`config.mk`:
```
export PLATFORM = sky130hd
export DESIGN_NAME = div_seq_flat
export DESIGN_NICKNAME = d
export VERILOG_FILES = /design/src/rtl/div_if.sv /design/src/rtl/div_seq.sv /design/src/flat_wrapper.sv
export SDC_FILE = /design/constraint.sdc
export NUM_CORES = 1
export LEC_CHECK = 0
export CAP_MARGIN = 30
export CORE_ASPECT_RATIO = 0.7
export CORE_MARGIN = 2
export CORE_UTILIZATION = 50
export DETAILED_ROUTE_END_ITERATION = 10
export GPL_TIMING_DRIVEN = 0
export PLACE_DENSITY_LB_ADDON = 0.12
export SKIP_LAST_GASP = 1
export SLEW_MARGIN = 20
export SYNTH_ARGS = -nofsm -noshare
export SYNTH_HDL_FRONTEND = slang
export SYNTH_SLANG_ARGS = --single-unit
```
`constraint.sdc`:
```
create_clock -name clk -period 13.8 [get_ports clk]
set_clock_uncertainty 0.15 [all_clocks]
set_input_delay 2.76 -clock clk [delete_from_list [all_inputs] [get_ports clk]]
set_output_delay 2.76 -clock clk [all_outputs]
set_load 0.005 [all_outputs]
```
`src/rtl/div_if.sv`:
```
// Execute-stage <-> divide sequencer handshake bundle.
// master = execute stage (drives operands/start/annul), slave = div_seq.
interface div_if;
    logic        signed_div_i;
    logic [31:0] opdata1_i;
    logic [31:0] opdata2_i;
    logic        start_i;
    logic        annul_i;
    logic [63:0] result_o;
    logic        ready_o;
    logic        busy_o;

    modport master (
        output signed_div_i, opdata1_i, opdata2_i, start_i, annul_i,
        input  result_o, ready_o, busy_o
    );

    modport slave (
        input  signed_div_i, opdata1_i, opdata2_i, start_i, annul_i,
        output result_o, ready_o, busy_o
    );
endinterface

```
`src/rtl/div_seq.sv`:
```
// Restoring shift-subtract DIV/DIVU sequencer, one quotient bit per cycle.
// Optional macro DIV_EARLY_OUT_EN: finish at acceptance when |dividend| < |divisor|.
module div_seq (
    input  logic clk,
    input  logic rst,
    div_if.slave div
);
    typedef enum logic [1:0] {FREE, BYZERO, ON, END} state_e;

    state_e      state_q, state_d;
    logic [5:0]  cnt_q, cnt_d;
    logic [63:0] work_q, work_d;
    logic [31:0] dvs_q, dvs_d;
    logic        sign1_q, sign1_d;
    logic        sign2_q, sign2_d;
    logic        sdiv_q, sdiv_d;
    logic [63:0] result_q, result_d;
    logic        ready_q, ready_d;
    logic        busy_q, busy_d;

    function automatic logic [31:0] neg_if(input logic [31:0] v, input logic n);
        return n ? (~v + 32'd1) : v;
    endfunction

    logic signed [31:0] op1_s, op2_s;
    logic               neg1, neg2;
    logic [31:0]        mag1, mag2;
    logic               early;

    assign op1_s = div.opdata1_i;
    assign op2_s = div.opdata2_i;
    assign neg1  = div.signed_div_i && (op1_s < 0);
    assign neg2  = div.signed_div_i && (op2_s < 0);
    assign mag1  = neg_if(div.opdata1_i, neg1);
    assign mag2  = neg_if(div.opdata2_i, neg2);

`ifdef DIV_EARLY_OUT_EN
    assign early = (mag1 < mag2);
`else
    assign early = 1'b0;
`endif

    // Stage ON: shift {rem, dvd} left, trial-subtract divisor from the 33-bit top.
    logic [64:0] shifted;
    logic [32:0] trial;
    logic [31:0] quo_fix, rem_fix;

    assign shifted = {work_q, 1'b0};
    assign trial   = shifted[64:32] - {1'b0, dvs_q};
    assign quo_fix = neg_if(work_q[31:0],  sdiv_q && (sign1_q ^ sign2_q));
    assign rem_fix = neg_if(work_q[63:32], sdiv_q && sign1_q);

    always_comb begin
        state_d  = state_q;
        cnt_d    = cnt_q;
        work_d   = work_q;
        dvs_d    = dvs_q;
        sign1_d  = sign1_q;
        sign2_d  = sign2_q;
        sdiv_d   = sdiv_q;
        result_d = result_q;
        ready_d  = ready_q;
        busy_d   = busy_q;

        case (state_q)
            FREE: begin
                if (div.start_i && !div.annul_i) begin
                    if (div.opdata2_i == 32'h0) begin
                        state_d = BYZERO;
                        busy_d  = 1'b1;
                    end else if (early) begin
                        state_d  = END;
                        result_d = {div.opdata1_i, 32'h0};
                        ready_d  = 1'b1;
                    end else begin
                        work_d  = {32'h0, mag1};
                        dvs_d   = mag2;
                        sign1_d = div.opdata1_i[31];
                        sign2_d = div.opdata2_i[31];
                        sdiv_d  = div.signed_div_i;
                        cnt_d   = 6'd0;
                        busy_d  = 1'b1;
                        state_d = ON;
                    end
                end
            end
            BYZERO: begin
                state_d  = div.annul_i ? FREE : END;
                result_d = 64'h0;
                busy_d   = 1'b0;
                ready_d  = !div.annul_i;
            end
            ON: begin
                if (div.annul_i) begin
                    state_d  = FREE;
                    result_d = 64'h0;
                    busy_d   = 1'b0;
                    ready_d  = 1'b0;
                end else if (cnt_q == 6'd32) begin
                    state_d  = END;
                    result_d = {rem_fix, quo_fix};
                    busy_d   = 1'b0;
                    ready_d  = 1'b1;
                end else begin
                    work_d = trial[32] ? shifted[63:0]
                                       : {trial[31:0], shifted[31:1], 1'b1};
                    cnt_d  = cnt_q + 6'd1;
                end
            end
            END: begin
                if (!div.start_i || div.annul_i) begin
                    state_d  = FREE;
                    result_d = 64'h0;
                    ready_d  = 1'b0;
                end
            end
            default: state_d = FREE;
        endcase
    end

    // Datapath registers carry no reset; only control and the visible outputs do.
    always_ff @(posedge clk) begin
        work_q  <= work_d;
        dvs_q   <= dvs_d;
        sign1_q <= sign1_d;
        sign2_q <= sign2_d;
        sdiv_q  <= sdiv_d;
        if (rst) begin
            state_q  <= FREE;
            cnt_q    <= 6'd0;
            result_q <= 64'h0;
            ready_q  <= 1'b0;
            busy_q   <= 1'b0;
        end else begin
            state_q  <= state_d;
            cnt_q    <= cnt_d;
            result_q <= result_d;
            ready_q  <= ready_d;
            busy_q   <= busy_d;
        end
    end

    assign div.result_o = result_q;
    assign div.ready_o  = ready_q;
    assign div.busy_o   = busy_q;
endmodule

```
`src/flat_wrapper.sv`:
```
// flat-port wrapper written by rule: the top's interface ports become plain ports
module div_seq_flat 
  (clk, rst, div_signed_div_i, div_opdata1_i, div_opdata2_i, div_start_i, div_annul_i, div_result_o, div_ready_o, div_busy_o);
  div_if div_i ();
  input  logic clk;
  input  logic rst;
  input wire logic [$bits(div_i.signed_div_i)-1:0] div_signed_div_i;
  input wire logic [$bits(div_i.opdata1_i)-1:0] div_opdata1_i;
  input wire logic [$bits(div_i.opdata2_i)-1:0] div_opdata2_i;
  input wire logic [$bits(div_i.start_i)-1:0] div_start_i;
  input wire logic [$bits(div_i.annul_i)-1:0] div_annul_i;
  output wire logic [$bits(div_i.result_o)-1:0] div_result_o;
  output wire logic [$bits(div_i.ready_o)-1:0] div_ready_o;
  output wire logic [$bits(div_i.busy_o)-1:0] div_busy_o;
  assign div_i.signed_div_i = div_signed_div_i;
  assign div_i.opdata1_i = div_opdata1_i;
  assign div_i.opdata2_i = div_opdata2_i;
  assign div_i.start_i = div_start_i;
  assign div_i.annul_i = div_annul_i;
  assign div_result_o = div_i.result_o;
  assign div_ready_o = div_i.ready_o;
  assign div_busy_o = div_i.busy_o;
  div_seq u_core (.clk(clk), .rst(rst), .div(div_i));
endmodule
```
[Word-level counts from Yosys, hierarchy flattened]
Index checks and enable logic that the tools add are counted.
Operators by class
  add/sub/neg operators: 6
  order comparisons: 2
  equal/unequal tests: 10
  mux-type cells: 34
  bitwise gates (word level): 7
  reductions and logical operators: 17
Operators by type and width (number)
  $mux 64: 8
  $pmux 64 s3: 1
  $add 32x1->32 const B: 4
  $mux 32: 4
  $not 32->32: 4
  $pmux 64 s2: 1
  $lt 32x1->1 const B: 2
  $sub 33x32->33: 1
  $logic_not 32->1: 1
  $mux 6: 4
  $mux 2: 6
  $pmux 6 s2: 1
  $reduce_and 3->1: 4
  $pmux 2 s4: 1
  $add 6x1->6 const B: 1
  $eq 6x6->1 const B: 1
  $mux 1: 6
  $ne 2x2->1 const B: 3
  $pmux 1 s3: 2
  $logic_and 1x1->1: 5
  $reduce_and 5->1: 1
  $eq 2x2->1 const B: 2
  $ne 2x1->1 const B: 2
  $ne 3x2->1 const B: 1
  other kinds (8): 10
Storage, ports and cells
  bits in registers: 173
  input port bits: 69
  output and inout port bits: 66
  word-level logic and storage cells: 86

[Logic depth before layout (Yosys ltp)]
Gate-level depths: netlist (run 1).
  word-level depth: 6
  mapped depth: 13
  mapped depth without buffers: 12

[Worst setup path before layout (run 1)]
No wires, ideal clock.
  path type: in2reg
  start point: input div_opdata2_i[0]
  end point: register u_core.cnt_q[3]
  setup time: 70 ps
  data arrival time: 6366 ps
  required time: 13580 ps
  path slack: 7214 ps
  stages on the path: 12
  buffers on the path: 1
  path through: inv_1 > ha_1 > nand2b_1 > nor4_4 > and2_0 > buf_2 > nand2_1 > o31ai_2 > a21oi_2 > nand2_1 > or3_1 > a21oi_1
Between the ends
  longest elaborated chain between the ends: 3
Ends and longest elaborated chain
  start, declared: RTL line flat_wrapper.sv:9  | input wire logic [$bits(div_i.opdata2_i)-1:0] div_opdata2_i;
  $logic_not 32->1: RTL line div_seq.sv:68  | if (div.opdata2_i == 32'h0) begin
  $ne 2x2->1 (no source line)
  $reduce_and 5->1 (no source line)
  end signal, assigned: RTL line div_seq.sv:136  | cnt_q <= cnt_d;
  end, declared: RTL line div_seq.sv:11  | logic [5:0] cnt_q, cnt_d;
Every way passes these cells.
A chain may end at the register's enable or synchronous reset.

[Worst setup path in the final report (run 1)]
  start point: input div_opdata2_i[17]
  end point: register u_core.cnt_q[2]
Same word-level chain as after synthesis.

==> results of run 1 <==
## cell usage after synthesis (5+ instances only)
master / instances / area [sq um]
nor2b_1: 9 / 56.3
o21ai_0: 95 / 475
xnor2_1: 79 / 692
nand2b_1: 10 / 62.6
mux2i_1: 23 / 230
clkbuf_1: 44 / 165
buf_2: 5 / 25.0
nor3_1: 24 / 120
nor2_1: 147 / 552
and2_1: 7 / 43.8
a21oi_1: 97 / 485
inv_1: 57 / 214
a22oi_1: 34 / 255
nand4_1: 8 / 50.1
edfxtp_1: 99 / 2970
a31oi_1: 11 / 68.8
nor4_1: 11 / 68.8
o41ai_1: 10 / 87.6
o21bai_1: 7 / 52.6
or3_1: 10 / 62.6
o31ai_1: 10 / 75.1
o21ai_1: 5 / 25.0
xor2_1: 68 / 596
or4_1: 10 / 75.1
nand3_1: 11 / 55.1
ha_1: 41 / 513
and3_1: 9 / 56.3
a21o_1: 13 / 97.6
dfxtp_1: 74 / 1480
nand2_1: 138 / 518
## logic make-up after synthesis
family,after synthesis,share of synthesized area
fa+ha+maj,42,0.0488
xor+xnor,147,0.118
flops,173,0.408
simple gates,423,0.182
compound gates,322,0.181
mux,25,0.0232
buf+inv,110,0.0385
## stage by stage
stage          power, mW  setup slack, ns
2_1_floorplan       1.88             7.21
3_3_place_gp        2.28             5.29
3_5_place_dp        2.33             7.47
4_1_cts             2.85             7.92
5_1_grt             3.06             7.66
6_report            2.87             7.90
## final timing paths
check                           cells after the start                       to  slack, ns
worst max-delay path                               12          u_core.cnt_q[2]       7.90
worst min-delay path                                2  u_core.div.result_o[58]       0.30
worst max register to register                     13        u_core.work_q[48]       9.91
worst min register to register                      2  u_core.div.result_o[58]       0.30
## where the power goes
part	total (mW)	internal (mW)	switching, mW	leakage [nW]
Combinational	1.41	0.570	0.842	3.09
Sequential	0.943	0.756	0.186	1.54
Clock	0.514	0.297	0.217	0.307
Total	2.87	1.62	1.25	4.94
## worst register-to-register path, delay by kind of cell, from the launching register on
kind	cells	cell delay (ns)
AND/OR/NAND/NOR	4	0.54
flip-flops	1	0.38
multiplexers	1	0.27
buffers and inverters	2	0.51
adder cells (fa/ha/maj)	2	0.63
AO/OA/AOI/OAI	3	0.73
XOR/XNOR	1	0.41
## metal layers
| metal | wire length, um | global-route usage | vias up |
|---|---|---|---|
| met3 | 2080 | 0.0507 | 30 |
| met2 | 12300 | 0.373 | 326 |
| met1 | 16200 | 0.428 | 4685 |
| li1 | - | - | 4738 |
| met5 | 0 | 0 | - |
| met4 | 373 | 0.0688 | 0 |
## sequential cells by signal, indices dropped and copies added, names as in the netlist
| signal | cells |
|---|---|
| u_core.div.result_o | 64 |
| u_core.work_q | 64 |
| u_core.dvs_q | 32 |
| u_core.cnt_q | 6 |
| u_core.state_q | 2 |
| u_core.div.busy_o | 1 |
| u_core.div.ready_o | 1 |
| u_core.sdiv_q | 1 |
| u_core.sign1_q | 1 |
| u_core.sign2_q | 1 |
## area by class of cell
class / instances / area share
multi-input cells: 959 / 0.453
flip-flops and latches: 173 / 0.333
repair buffers: 138 / 0.108
clock buffers: 22 / 0.0404
well taps: 282 / 0.0264
inverters: 57 / 0.0160
plain buffers: 53 / 0.0155
clock inverters: 10 / 0.00703
==> results.cfg, run 1 <==
[outcome]
status = finished clean

[floorplanning]
coreArea_sq_mm = 0.0216
effective_utilization_at_floorplan = 0.506
die-height_um = 128
floorplan.die_area_sq_mm = 0.0230
num_rows = 45
boundaryPins = 135
chipWidth_um = 181

[worst_setup_path]
cp_data_arrival_time_ns = 6.13
worstPathCellList = clkdlybuf4s50_1, or4_4, nor4_2, nor4b_1, nand2_1, o31ai_2, a21oi_4, buf_16, buf_16, o21ai_0, nand2_1, a21oi_1
cp_num_buf_inv = 3
timing.critical_path.fanout_max = 24
cp_data_required_time_ns = 14.02
cp-start-kind = input port
critPathLaunch = div_opdata2_i[17]
worst_r2r_src = u_core.work_q[31]
timing.critical_path.to_type = flip-flop
cp_slowest_cell = or4_4
critical-path-top-delay-family = simple AND/OR/NAND/NOR gates
worstSetupPathType = input port to flip-flop
critical_path.max_stage_delay_ns = 0.60

[detailed_routing]
number_of_antenna_violating_nets_in_the_routed_design = 0
num_vias = 9779
routed_via_density = 5.77
detail_route.wl_per_cell_um = 18.2
drc_errors = 0
wire_length_reported_by_the_detailed_router_mm = 30.9
drtIter0Drc = 1035
drt-pass1-iter-count = 5

[cells_and_area]
mostFrequentLayoutCell = nor2_1
final-seq-area_sq_mm = 0.00445
layout.cells.non_filler = 1694
final_layout_size_suffix_gt1_frac = 0.0446
fillerInstances = 1862
multi_input_area_sq_mm = 0.00605
area_delta_synth_final_pct = 22.4
layout.core_utilization = 0.619
most-common-layout-cells = 146 x nor2_1, 138 x nand2_1, 134 x clkdlybuf4s50_1
layout.cell_area.non_filler_sq_mm = 0.0134
finalNetCount = 1510
antenna_cells = 0

[yosys]
synth_edf_count = 99
yosys_most_used_dff = edfxtp_1
synthesis.area_per_instance_sq_um = 8.79
yosys_register_bits = 173
yosysSeqAreaShare = 0.408
yosys_warnings = 0
postSynth.asyncResetShare = 0
synth_cells = 1242
synthesis.nets = 1353
post_synth_num_cell_types = 65
synth_area_sq_mm = 0.0109

[placed_design]
hpwl_mm = 24.3
placement.cell_area_sq_mm = 0.0127
globalplace.congestion = 0.921
placement.io_buffers = 134
dp.cells = 1662

[power]
cellPowerDensity_mw_per_mm2 = 215
leakagePower_nw = 4.94
vdd_drop_max_v = 0.000106

[sta]
slew_violations = 0
fin_worst_hold_slack_ns = 0.299
final-setup-viol-count = 0
max_freq_mhz = 169
timing_worst_slew_pin_value_ns = 0.765
post-route-period-util = 0.428
final-hold-violation-count = 0
rsz0062_at_grt = false
totalNegativeSetupSlack_ns = 0
slew-limit-headroom = 0.485
post-route-min-period_ns = 5.90

[clocking]
numCtsBuffers = 17
clk-insertion-delay-late_ns = 0.44
post_cts_buffers = 0
tritoncts = built
cts-resized-gates = 0
postCtsHoldBufs = 0
clk_pin_slew_worst_paths_ns = 0.07
clock_tree.htree_level_count = 4
tritoncts_num_sinks = 173
cts_root_buf = clkbuf_16
clock_tree.buffer_depth = 2

[grt]
global_route_wire_length_before_repair_mm = 48.9
pin_count_of_the_biggest_net_entering_global_routing = 29
grt_antenna_before_repair = 0
global_route.usage.total = 0.270
first_global_vias = 9042
global_route.overflow_total = 0

[worst_hold_path]
hold_path_origin = u_core.div.result_o[58]
worst_hold_path_type = flip-flop to flip-flop

[job]
maxCapViolations = 0
Power figures use the tool's default switching activity.
==> run 2: changes to the inputs <==
==> constraint.sdc (replaced) <==
create_clock -name clk -period 4.8 [get_ports clk]
set_clock_uncertainty 0.15 [all_clocks]
set_input_delay 0.96 -clock clk [delete_from_list [all_inputs] [get_ports clk]]
set_output_delay 0.96 -clock clk [all_outputs]
set_load 0.005 [all_outputs]
==> results of run 2 <==
The final DEF is identical to that of run 1. Status: finished clean.
Among the figures that moved: setup slack after placement 7.47 ns -> 0.274 ns; setup slack after layout 7.90 ns -> 0.695 ns; register-to-register setup slack 9.91 ns -> 0.91 ns; total power 2.87 mW -> 8.25 mW; worst IR drop on VDD 0.000106 V -> 0.000305 V
==> run 3: changes to the inputs <==
--- a/config.mk
+++ b/config.mk
@@ -17,3 +17,4 @@
 export SYNTH_ARGS = -nofsm -noshare
 export SYNTH_HDL_FRONTEND = slang
 export SYNTH_SLANG_ARGS = --single-unit
+export TNS_END_PERCENT = 20
==> results of run 3 <==
The final DEF is identical to that of run 1. Status: finished clean.
Among the figures that moved: setup slack after placement 7.47 ns -> 0.274 ns; setup slack after layout 7.90 ns -> 0.695 ns; register-to-register setup slack 9.91 ns -> 0.91 ns; total power 2.87 mW -> 8.25 mW; worst IR drop on VDD 0.000106 V -> 0.000305 V
